### src/rtl/relm_keyq.sv
// -----------------------------------------------------------------------------
// relm_keyq -- key/switch event queue feeding one ReLM core pop port.
//
// The raw key vector is synchronised, debounced as a whole with one shared
// counter, and every committed change becomes an event word in a small
// first-word-fall-through FIFO. Software pops key edges instead of polling
// key levels.
//
// Event word: [NK-1:0] new stable state, [2NK-1:NK] changed-key mask,
//             [2NK] lost (an earlier event was dropped), upper bits zero.
//
// Ports:
//   clk           system clock
//   rst           asynchronous active-high reset
//   key_in        raw keys, active-high
//   pop_in        from core pop_out; bit WD is the consume strobe
//   pop_out       to core pop_in; bit WD=1 means empty, WD-1:0 head event
//   overflow_out  sticky: an event was dropped since the last reset
// -----------------------------------------------------------------------------
module relm_keyq #(
  parameter int WD   = 32,
  parameter int NK   = 15,
  parameter int DEB  = 1000,
  parameter int WDEB = 20,
  parameter int WQ   = 4
) (
  input  logic          clk,
  input  logic          rst,
  input  logic [NK-1:0] key_in,
  input  logic [WD:0]   pop_in,
  output logic [WD:0]   pop_out,
  output logic          overflow_out
);

  localparam int             DEPTH   = 1 << WQ;
  localparam logic [WDEB-1:0] CNT_MAX = WDEB'(DEB - 1);

  // Synchroniser and debounce state
  logic [NK-1:0]   r_sync1, r_sync2, r_cand, r_stable;
  logic [WDEB-1:0] r_cnt;
  logic            r_commit;
  logic [2*NK-1:0] r_evt;      // {changed mask, new state}

  // FIFO state
  logic [WQ:0]     r_wr_ptr, r_rd_ptr;
  logic [WD-1:0]   r_mem [DEPTH];
  logic [WD:0]     r_pop;
  logic            r_pend;     // a drop happened, next accepted event carries lost=1
  logic            r_ovf;

  logic            w_pop, w_full, w_wr_en, w_drop;
  logic [WQ:0]     w_rd_next, w_wr_next;
  logic [WD-1:0]   w_wdata;
  logic [WD:0]     w_pop_next;
  logic            w_unused_pop;

  // Only the strobe bit of the core word is meaningful here.
  assign w_unused_pop = ^pop_in[WD-1:0];

  // ---------------------------------------------------------------------------
  // Synchroniser + debounce. Any difference between the synchronised vector and
  // the candidate restarts the shared counter, so a glitch (or a return to the
  // old value) shorter than DEB cycles never reaches r_stable.
  // ---------------------------------------------------------------------------
  // NOTE: state registers use non-blocking (<=) so every flop samples the
  // pre-edge values; blocking here would collapse the two-flop synchroniser.
  always_ff @(posedge clk or posedge rst) begin
    if (rst) begin
      r_sync1  <= '0;
      r_sync2  <= '0;
      r_cand   <= '0;
      r_stable <= '0;
      r_cnt    <= '0;
      r_commit <= 1'b0;
      r_evt    <= '0;
    end else begin
      r_sync1  <= key_in;
      r_sync2  <= r_sync1;
      r_commit <= 1'b0;
      if (r_sync2 != r_cand) begin
        r_cand <= r_sync2;
        r_cnt  <= '0;
      end else if ((r_cand != r_stable) && (r_cnt == CNT_MAX)) begin
        r_stable <= r_cand;
        r_commit <= 1'b1;
        r_evt    <= {r_cand ^ r_stable, r_cand};
      end else if (r_cnt != CNT_MAX) begin
        r_cnt <= r_cnt + WDEB'(1);
      end
    end
  end

  // ---------------------------------------------------------------------------
  // FIFO control. Occupancy counts the displayed head too, so a consume in the
  // same cycle as a write frees the slot the write needs.
  // ---------------------------------------------------------------------------
  assign w_pop     = pop_in[WD] & ~r_pop[WD];
  assign w_full    = (r_wr_ptr[WQ] != r_rd_ptr[WQ]) &&
                     (r_wr_ptr[WQ-1:0] == r_rd_ptr[WQ-1:0]);
  assign w_wr_en   = r_commit & (~w_full | w_pop);
  assign w_drop    = r_commit & ~w_wr_en;
  assign w_rd_next = r_rd_ptr + (WQ+1)'(w_pop);
  assign w_wr_next = r_wr_ptr + (WQ+1)'(w_wr_en);

  // NOTE: every always_comb output gets a default first so no path leaves it
  // unassigned, which would otherwise infer a latch.
  always_comb begin
    w_wdata           = '0;
    w_wdata[2*NK-1:0] = r_evt;
    w_wdata[2*NK]     = r_pend;
  end

  // Next head. After a consume the following entry (or empty) shows at once;
  // if the queue held only the consumed head and an event is being written in
  // the same cycle, the new word is forwarded so no empty gap appears. An idle
  // empty head picks up a freshly written entry one cycle after the write.
  always_comb begin
    w_pop_next = r_pop;
    if (w_pop || r_pop[WD]) begin
      if (w_rd_next != r_wr_ptr)
        w_pop_next = {1'b0, r_mem[w_rd_next[WQ-1:0]]};
      else if (w_pop && w_wr_en)
        w_pop_next = {1'b0, w_wdata};
      else
        w_pop_next = {1'b1, {WD{1'b0}}};
    end
  end

  always_ff @(posedge clk or posedge rst) begin
    if (rst) begin
      r_wr_ptr <= '0;
      r_rd_ptr <= '0;
      r_pop    <= {1'b1, {WD{1'b0}}};
      r_pend   <= 1'b0;
      r_ovf    <= 1'b0;
    end else begin
      r_wr_ptr <= w_wr_next;
      r_rd_ptr <= w_rd_next;
      r_pop    <= w_pop_next;
      if (w_drop) begin
        r_pend <= 1'b1;
        r_ovf  <= 1'b1;
      end else if (w_wr_en) begin
        r_pend <= 1'b0;
      end
    end
  end

  // NOTE: the storage array is deliberately not reset; the pointers define
  // which words are valid, and leaving it out keeps it mappable to RAM.
  always_ff @(posedge clk) begin
    if (w_wr_en) r_mem[r_wr_ptr[WQ-1:0]] <= w_wdata;
  end

  assign pop_out      = r_pop;
  assign overflow_out = r_ovf;

endmodule

### config.mk
export PLATFORM = sky130hd
export DESIGN_NAME = relm_keyq
export DESIGN_NICKNAME = d
export VERILOG_FILES = /design/src/rtl/relm_keyq.sv
export SDC_FILE = /design/constraint.sdc
export NUM_CORES = 1
export LEC_CHECK = 0
export ABC_AREA = 1
export CAP_MARGIN = 20
export CORE_UTILIZATION = 64
export CTS_BUF_LIST = sky130_fd_sc_hd__clkbuf_4
export DETAILED_ROUTE_END_ITERATION = 16
export HOLD_SLACK_MARGIN = 0.1
export PLACE_DENSITY = 0.83
export RECOVER_POWER = 25
export SETUP_SLACK_MARGIN = 0.15
export SLEW_MARGIN = 0
export SYNTH_ARGS = -nofsm -noshare
export SYNTH_HDL_FRONTEND = slang
export SYNTH_SLANG_ARGS = --single-unit
### constraint.sdc
create_clock -name clk -period 5.2 [get_ports clk]
set_clock_uncertainty 0.05 [all_clocks]
set_input_delay 0.52 -clock clk [delete_from_list [all_inputs] [get_ports clk]]
set_output_delay 0.52 -clock clk [all_outputs]
set_load 0.005 [all_outputs]
==> results.yml <==
layout:
  areaGrowthSynthToFinish_pct: 12.0
  layout_common_cells: "edfxtp_1, nand2_1, nor2_1"
  nNetsFinal: 2517
  layout_commonest_cell: "edfxtp_1"
  drive_gt1_share_pct: 12.1
global_route:
  antenna_found_initial: 1
  overflow: 0
  grt_usage_pct: 31.3
  grt_first_pass_wirelength_mm: 98.1
  grt_max_degree: 248
  grt_pass1_vias: 18400
detailed_routing:
  drt_wl_total_mm: 63.4
  viasPerCell: 5.99
  drt-initial-drc-count: 2384
  ant_nets: 0
  route.detailed.drc: 0
  dr_total_vias: 18600
  wl_per_cell_microns: 20.4
  firstDrtPassIters: 6
critical_path:
  cp_common_cell: "nand3_1"
  ff2ff_setup_slack_ns: 1.48
  reg2regPathDepth: 11
  crit-reg2reg-launch: "pop_out[32]"
  worstPathMaxFanout: 247
  cp.arrival_ns: 4.43
  worstSetupPathType: "flip-flop to flip-flop"
  r2r-end: "pop_out[13]"
  cp.required_ns: 5.91
  end_kind: "flip-flop"
  crit_chain: "nor2_1 > ha_4 > buf_12 > nor2_1 > nor2_1 > o21ai_0 > nand3_1 > nand3_1 > nand3_1 > nand3_1 > nand2_1"
  cpPeakStageDelay_ns: 0.83
  crit_slowest_cell: "ha_4"
  setup.worst_path.start_class: "flip-flop"
clock_tree:
  numCtsBuffers: 155
  ctsResizeCount: 0
  clockBufferDepth: 3
  hold_buffers: 15
  clkLatencyLatePin_ns: 0.83
  cts.htree.levels: 4
  cts_tree: "done"
  postCtsSetupRepairBufs: 0
  cts_sinks: 636
  path_clk_slew_ns: 0.07
  cts_root_buf: "clkbuf_4"
power_and_ir_drop:
  p_leak_nw: 12.2
  powerDensity_nw_per_um2: 510
  ir_drop_mv: 0.685
sta:
  period_needed_ns: 3.72
  hold_slack_ns: 0.296
  setup_violations: 0
  report.final.slew_viol_count: 0
  max_slew_margin_pct: 8.46
  max_freq_ghz: 0.269
  setup_tns_ns: 0
  rsz0062_at_grt: "no"
  setup_ws_ns: 1.48
  finalHoldViolations: 0
  tightest_slew_ns: 1.37
  period_share_pct: 71.6
yosys:
  avgSynthCellArea_sq_um: 11.1
  ys_ff_latch: 636
  synthCells: 2354
  synth_nets: 2409
  ys_types: 34
  seq_area_frac_synth_pct: 70.1
  yosysWarnings: 0
  syn_area_sq_um: 26200
place:
  gp_congestion: 0.890
  pre_cts_slack_ns: 1.08
  io_buffers: 50
  dpl.hpwl_mm: 33.5
floorplanning:
  start_util_pct: 65.4
  die_y_microns: 204
  io_pins: 84
  core_sq_um: 40100
  fp.dieW_microns: 204
  dieArea_sq_um: 41800
  core.rowCount: 73
hold_path:
  hold_depth: 0
  hold_path_class: "flip-flop to flip-flop"
  hold_end: "r_sync2[6]"
  min-delay-start: "r_sync1[6]"
run_status:
  status: "complete, no violations"
job:
  cap_violations: 0
-- state kept, by name, summed over array words and instances, names as in the netlist --
| name | flops |
|---|---|
| r_mem | 496 |
| pop_out | 32 |
| r_cnt | 20 |
| r_evt | 16 |
| r_cand | 15 |
| r_sync1 | 15 |
| r_sync2 | 15 |
| r_stable | 14 |
| r_rd_ptr | 5 |
| r_wr_ptr | 5 |
| overflow_out | 1 |
| r_commit | 1 |
| r_pend | 1 |
-- critical path, delay by kind of cell (launching register included) --
kind	cells	cell delay (ns)
adders and majority gates	1	0.83
buffers and inverters	1	0.55
and+or+nand+nor	8	1.07
AOI/OAI and AO/OA	1	0.13
DFF	1	0.55
-- metal layers --
metal	wire length, microns	GRT usage [%]	up-vias
li1	-	-	8399
met3	6770	6.44	243
met4	3000	17.6	0
met1	22700	39.5	8823
met5	0	0	-
met2	30900	50.8	1145
-- synthesized netlist by cell type, drive strengths merged --
cell type,n,area [sq um]
a21oi,14,70.1
a31oi,1,6.26
and3,1,6.26
buf,53,304
clkbuf,99,372
conb,1,3.75
dfrtp,139,3480
dfstp,1,26.3
edfxtp,496,14900
ha,5,62.6
inv,133,499
nand2,439,1650
nand3,306,1550
nand3b,1,7.51
nand4,33,206
nor2,354,1350
nor3,11,65.1
o211a,1,10.0
o211ai,74,556
o21ai,153,766
or2,1,6.26
xnor2,19,174
xor2,19,174
-- cell families after synthesis --
kind of cell	share of synthesized area [%]
xor+xnor	1.33
flops	70.1
buf+inv	4.48
compound gates	5.36
fa+ha+maj	0.238
simple gates	18.5
other cells	0.0143
-- power breakdown --
| part | internal [W] | switching [W] | total, W |
|---|---|---|---|
| clock network | 0.00210 | 0.00196 | 0.00406 |
| logic | 0.00173 | 0.00352 | 0.00524 |
| registers | 0.00557 | 0.000115 | 0.00568 |
-- stage by stage --
step	utilization, %	cell area [sq um]	power [W]	cells
CTS	73.2	29400	0.0149	3106
finish	73.3	29400	0.0150	3108
global placement	67.9	27200	0.0107	2813
floorplan	-	26200	0.00938	2354
global route	73.3	29400	0.0158	3108
detailed placement	67.9	27200	0.0109	2814
-- cell type report --
cell class	count	area, sq um
fillers	2519	10700
flip-flops and latches	636	18400
multi-input cells	1433	6850
clock buffers	219	1640
repair buffers	103	986
diodes	1	2.50
inverters	133	512
clock inverters	58	322
well taps	525	657
-- how the worst max path moves through the flow --
stage	start	to	slack [ns]
floorplan	rst	overflow_out	0.88
global placement	pop_in[32]	pop_out[21]	1.10
detailed placement	pop_in[32]	pop_out[4]	1.08
CTS	pop_out[32]	pop_out[20]	1.63
global route	pop_out[32]	pop_out[4]	1.38
finish	pop_out[32]	pop_out[13]	1.48
(Power assumes the default switching activity.)
